[src/rtl/fdtd_pkg.sv]
// Shared FDTD types and default latencies.
// Used by the Ez sweep controller and its tag delay line.
package fdtd_pkg;

    typedef enum logic [1:0] {
        S_IDLE  = 2'd0,
        S_ISSUE = 2'd1,
        S_DRAIN = 2'd2,
        S_FIN   = 2'd3
    } ez_sweep_state_t;

    localparam int FDTD_RD_LAT      = 1;
    localparam int FDTD_EZ_CORE_LAT = 6;

endpackage

[src/rtl/fdtd_tag_delay.sv]
// Fixed-depth shift register of {valid, addr} tags.
// Aligns each issued read with its core result.
module fdtd_tag_delay
    import fdtd_pkg::*;
#(
    parameter int DEPTH      = FDTD_RD_LAT + FDTD_EZ_CORE_LAT,
    parameter int ADDR_WIDTH = 10
) (
    input  logic                  CLK,
    input  logic                  RST,
    input  logic                  in_valid,
    input  logic [ADDR_WIDTH-1:0] in_addr,
    output logic                  out_valid,
    output logic [ADDR_WIDTH-1:0] out_addr
);

    logic [DEPTH-1:0]      vld;
    logic [ADDR_WIDTH-1:0] adr [DEPTH];

    // Shift tags one stage per cycle; reset drops every tag in flight.
    always_ff @(posedge CLK) begin
        if (RST) begin
            vld <= '0;
            for (int k = 0; k < DEPTH; k++) adr[k] <= '0;
        end else begin
            vld[0] <= in_valid;
            adr[0] <= in_addr;
            for (int k = 1; k < DEPTH; k++) begin
                vld[k] <= vld[k-1];
                adr[k] <= adr[k-1];
            end
        end
    end

    assign out_valid = vld[DEPTH-1];
    assign out_addr  = adr[DEPTH-1];

endmodule

[src/rtl/fdtd_ez_sweep_ctrl.sv]
// Ez sweep sequencer: streams cell reads, gates the core,
// and writes core results back to the Ez RAM.
module fdtd_ez_sweep_ctrl
    import fdtd_pkg::*;
#(
    parameter int FDTD_DATA_WIDTH = 32,
    parameter int ADDR_WIDTH      = 10,
    parameter int RD_LATENCY      = FDTD_RD_LAT,
    parameter int CORE_LATENCY    = FDTD_EZ_CORE_LAT
) (
    input  logic                       CLK,
    input  logic                       RST,
    input  logic                       start,
    input  logic [ADDR_WIDTH:0]        cell_num,
    output logic                       busy,
    output logic                       done,
    output logic                       rd_en,
    output logic [ADDR_WIDTH-1:0]      rd_addr,
    output logic                       core_clken,
    input  logic [FDTD_DATA_WIDTH-1:0] core_ez_i,
    output logic                       ez_wr_en,
    output logic [ADDR_WIDTH-1:0]      ez_wr_addr,
    output logic [FDTD_DATA_WIDTH-1:0] ez_wr_data
);

    localparam int L   = RD_LATENCY + CORE_LATENCY;
    localparam int DCW = $clog2(L + 1);

    ez_sweep_state_t     state;
    logic [ADDR_WIDTH:0] n_lat;
    logic [ADDR_WIDTH:0] idx;
    logic [DCW-1:0]      dcnt;
    logic                tag_in_valid;
    logic [ADDR_WIDTH-1:0] tag_in_addr;

    // Sequence IDLE -> ISSUE -> DRAIN -> FIN with registered outputs.
    always_ff @(posedge CLK) begin
        if (RST) begin
            state      <= S_IDLE;
            n_lat      <= '0;
            idx        <= '0;
            dcnt       <= '0;
            rd_en      <= 1'b0;
            rd_addr    <= '0;
            busy       <= 1'b0;
            core_clken <= 1'b0;
            done       <= 1'b0;
        end else begin
            done <= 1'b0;
            unique case (state)
                S_IDLE: begin
                    if (start) begin
                        if (cell_num >= (ADDR_WIDTH+1)'(2)) begin
                            n_lat      <= cell_num;
                            idx        <= '0;
                            rd_addr    <= '0;
                            rd_en      <= 1'b1;
                            busy       <= 1'b1;
                            core_clken <= 1'b1;
                            state      <= S_ISSUE;
                        end else begin
                            done  <= 1'b1;
                            state <= S_FIN;
                        end
                    end
                end
                S_ISSUE: begin
                    if (idx == n_lat - 1'b1) begin
                        rd_en <= 1'b0;
                        dcnt  <= '0;
                        state <= S_DRAIN;
                    end else begin
                        idx     <= idx + 1'b1;
                        rd_addr <= rd_addr + 1'b1;
                    end
                end
                S_DRAIN: begin
                    if (dcnt == DCW'(L - 1)) begin
                        busy       <= 1'b0;
                        core_clken <= 1'b0;
                        done       <= 1'b1;
                        state      <= S_FIN;
                    end else begin
                        dcnt <= dcnt + 1'b1;
                    end
                end
                S_FIN: state <= S_IDLE;
                default: state <= S_IDLE;
            endcase
        end
    end

    // Cell 0 is the PEC boundary, so its tag is never marked valid.
    assign tag_in_valid = rd_en && (rd_addr != '0);
    assign tag_in_addr  = rd_en ? rd_addr : '0;

    fdtd_tag_delay #(
        .DEPTH      (L),
        .ADDR_WIDTH (ADDR_WIDTH)
    ) u_tag (
        .CLK       (CLK),
        .RST       (RST),
        .in_valid  (tag_in_valid),
        .in_addr   (tag_in_addr),
        .out_valid (ez_wr_en),
        .out_addr  (ez_wr_addr)
    );

    assign ez_wr_data = core_ez_i;

endmodule
[config.mk]
export PLATFORM = sky130hd
export DESIGN_NAME = fdtd_ez_sweep_ctrl
export DESIGN_NICKNAME = d
export VERILOG_FILES = /design/src/rtl/fdtd_pkg.sv /design/src/rtl/fdtd_tag_delay.sv /design/src/rtl/fdtd_ez_sweep_ctrl.sv
export SDC_FILE = /design/constraint.sdc
export NUM_CORES = 1
export LEC_CHECK = 0
export CAP_MARGIN = 20
export CORE_MARGIN = 4
export CORE_UTILIZATION = 46
export DETAILED_ROUTE_END_ITERATION = 16
export HOLD_SLACK_MARGIN = 0.08
export PLACE_DENSITY = 0.77
export SYNTH_ARGS = -nofsm -noshare
export SYNTH_HDL_FRONTEND = slang
export SYNTH_SLANG_ARGS = --single-unit
export TNS_END_PERCENT = 5
[constraint.sdc]
create_clock -name CLK -period 2.7 [get_ports CLK]
set_input_delay 0.405 -clock CLK [delete_from_list [all_inputs] [get_ports CLK]]
set_output_delay 0.405 -clock CLK [all_outputs]
set_load 0.1 [all_outputs]
==> results.yml <==
clocking:
  cts-buffers-inserted: 17
  clk_pin_slew_ps: 60
  htreeDepth: 4
  cts_tree: "yes"
  cts-root-buf: "clkbuf_8"
  postCtsSetupBuffers: 0
  insertion_delay_ps: 510
  cts_sinks: 117
  ctsLongestPathBuffers: 2
outcome:
  status: "finished clean"
worst_setup_path:
  crit_fanout: 4
  crit_slowest_cell: "or4_1"
  worst_setup_path_start_kind: "flop"
  cp-end-kind: "flop"
  path_class: "reg -> reg"
  reg2regPathDepth: 7
  worstPathRequired_ps: 3130
  cp_common_cell: "or4_1"
  critPathMaxStageDelay_ps: 580
  path_cells: "or4_1 > o311a_1 > a211oi_2 > nor3_1 > and4b_1 > or4_1 > a21oi_1"
  worstPathArrival_ps: 3090
placement:
  io_buffer_count: 38
  dp_slack_ps: -59.0
  dpl_cell_area_mm2: 0.00521
  dpl.hpwl_mm: 6.30
  globalplace.congestion: 0.835
timing:
  fmaxAchievable_mhz: 377
  fin_crit_sh_pct: 98.3
  setup_viol: 0
  period_needed_ps: 2660
  finalHoldWorstSlack_ps: 359
  worst_slew_pin_slew_ps: 547
  max_slew_margin_pct: 63.5
  clock_skew_ps: 22.4
  finalMaxSlewViolations: 0
  hold_viol_final: 0
  rsz0062_at_grt: "true"
  setup_ws_ps: 44.8
synthesis:
  synth_fa_ha_area_share_pct: 2.28
  yosysTopAreaCell: "dfxtp_1"
  syn_avg_cell_area_um2: 9.69
  syn_inst: 509
  yosys.area_share.simple_pct: 22.3
  synth-async-reset-ratio_pct: 0
  synth_top_area_share_pct: 47.5
  yosysSeqAreaShare_pct: 47.5
  synth_edf_count: 0
  synth-xor-area-share_pct: 3.53
  synth_top_family_by_area: "simple AND/OR/NAND/NOR gates"
  netlist_area_mm2: 0.00493
  synth_area_leaders: "dfxtp_1, nor2b_1, buf_4"
  synthesis.nets: 564
  synth_compound_gate_area_share_pct: 11.8
  synth_ff_type: "dfxtp_1"
  yosys_warnings: 0
  yosysUniqueCellTypes: 65
  synth_seq_cells: 117
  synthMuxAreaShare_pct: 3.25
finish:
  multiInputGateArea_mm2: 0.00222
  regArea_mm2: 0.00234
  stdcell_area_mm2: 0.00586
  nFillCells: 904
  layout_common_cells: "dfxtp_1, nor2b_1, buf_4, nand2_1, a21oi_1"
  diodes: 0
  layout_commonest_cell: "dfxtp_1"
  area_growth_pct: 18.9
  layout-drive-gt1-share_pct: 19.4
  nets: 582
global_routing:
  grt_use_met1_pct: 16.7
  antenna_found_initial: 0
  grt.total_usage_pct: 15.4
  busiest_layer: "met2"
  overflow: 0
  grt_pass1_vias: 3508
  met2_usage_pct: 26.9
  grt_first_pass_wirelength_mm: 15.8
  grt_max_degree: 46
  use_met3_pct: 4.62
routing:
  ant_nets: 0
  initialDrtViolationCount: 153
  wl_mm: 9.66
  viasPerCell: 5.39
  vias: 3644
  wl_per_cell_um: 14.3
  first_pass_iters: 5
  drc: 0
power_and_ir_drop:
  internal_power_mw: 3.47
  p_leak_nw: 2.33
  power.share.clock_pct: 39.9
  power_frac_comb_pct: 24.6
  power_switching_mw: 1.77
  p_seq_share_pct: 35.5
  p_per_area_mw_per_mm2: 893
  swShare_pct: 33.8
  irDropWorstVdd_mv: 0.386
floorplanning:
  die_w_um: 112
  rows: 37
  fp.coreArea_mm2: 0.0104
  io_pins: 103
  die-height_um: 112
  initial_core_util_pct: 47.5
  die-area_mm2: 0.0124
worst_hold_path:
  hold_path_class: "in -> reg"
  hold_depth: 2
flow_run:
  maxCapViolCount: 0
path summary, 6_finish.rpt:
| check | from | end | slack (ps) |
|---|---|---|---|
| max | n_lat[5] | idx[7] | 40 |
| min | RST | n_lat[1] | 360 |
| max reg2reg | n_lat[5] | idx[7] | 40 |
| min reg2reg | u_tag.adr[0][8] | u_tag.adr[0][18] | 420 |
sequential cells by signal, summed over array words and instances, names as in the netlist:
register and flops:
u_tag.adr 70, u_tag.vld 7, core_clken 1, n_lat 11
idx 11, rd_en 1, rd_addr 10, dcnt 3
done 1, state 2
cell type report:
type                            instances  area share (%)
Sequential cell                       117            40.0
Multi-Input combinational cell        314            37.9
Timing Repair Buffer                   65            8.86
Clock buffer                           17            7.07
Tap cell                              136            2.90
Clock inverter                         15            2.54
Inverter                               12           0.769
cells in the mapped netlist, types with 5 or more instances:
master     count
buf_4         35
nand3_1       11
xnor2_1        8
o21ai_0       12
and2_1        11
nor2b_1       68
nor3_1         5
inv_1         12
o2111ai_1      8
dfxtp_1      117
or3_1          9
nand2_1       36
nor2_1        21
ha_1           9
mux2i_1       16
a21oi_1       22
nor4_1         9
clkbuf_1      24
a2111o_1       5
and3_1         5
power by group through the flow:
stage          Combinational (mW)  Sequential [mW]  Clock (mW)
6_report                     1.29             1.86        2.09
5_1_grt                      1.39             1.87        2.22
4_1_cts                      1.21             1.86        2.12
3_5_place_dp                 1.20             1.89           0
3_3_place_gp                 1.17             1.89           0
2_1_floorplan                1.06             1.99           0
cells by family (layout without fill, tap and decap cells):
kind of cell	after synthesis	in the layout
AOI/OAI and AO/OA	80	80
xor gates and xnor gates	15	15
adders and majority gates	9	9
buffers and inverters	78	109
DFF	117	117
muxes	16	16
and+or+nand+nor	194	194
layer usage:
metal / part of all wire (%) / up-vias
met5: 0 / -
met4: 2.0 / 0
met3: 5.7 / 36
met2: 52 / 124
met1: 41 / 1720
li1: - / 1764
through the flow:
stage	total power, mW	TNS [ps]	cells	util, %
final	5.23	0	676	56.5
after global routing	5.48	-318	676	56.5
after CTS	5.19	0	676	55.6
after detailed placement	3.09	-153	644	50.2
after global placement	3.06	0	644	50.2
after floorplan	3.04	-128	509	-
worst max-delay path: cells and delay by family (launching register included):
kind,cells,cell delay [ps]
and+or+nand+nor,4,1420
AOI/OAI and AO/OA,3,850
DFF,1,310
what timing repair did:
| action | in CTS | in global routing |
|---|---|---|
| endpoints found under the hold margin | 0 | 0 |
| endpoints found under the setup margin | 0 | 25 |
| hold buffers | 0 | 0 |
| resized for setup | 0 | 15 |
Power figures use the tool's default switching activity.
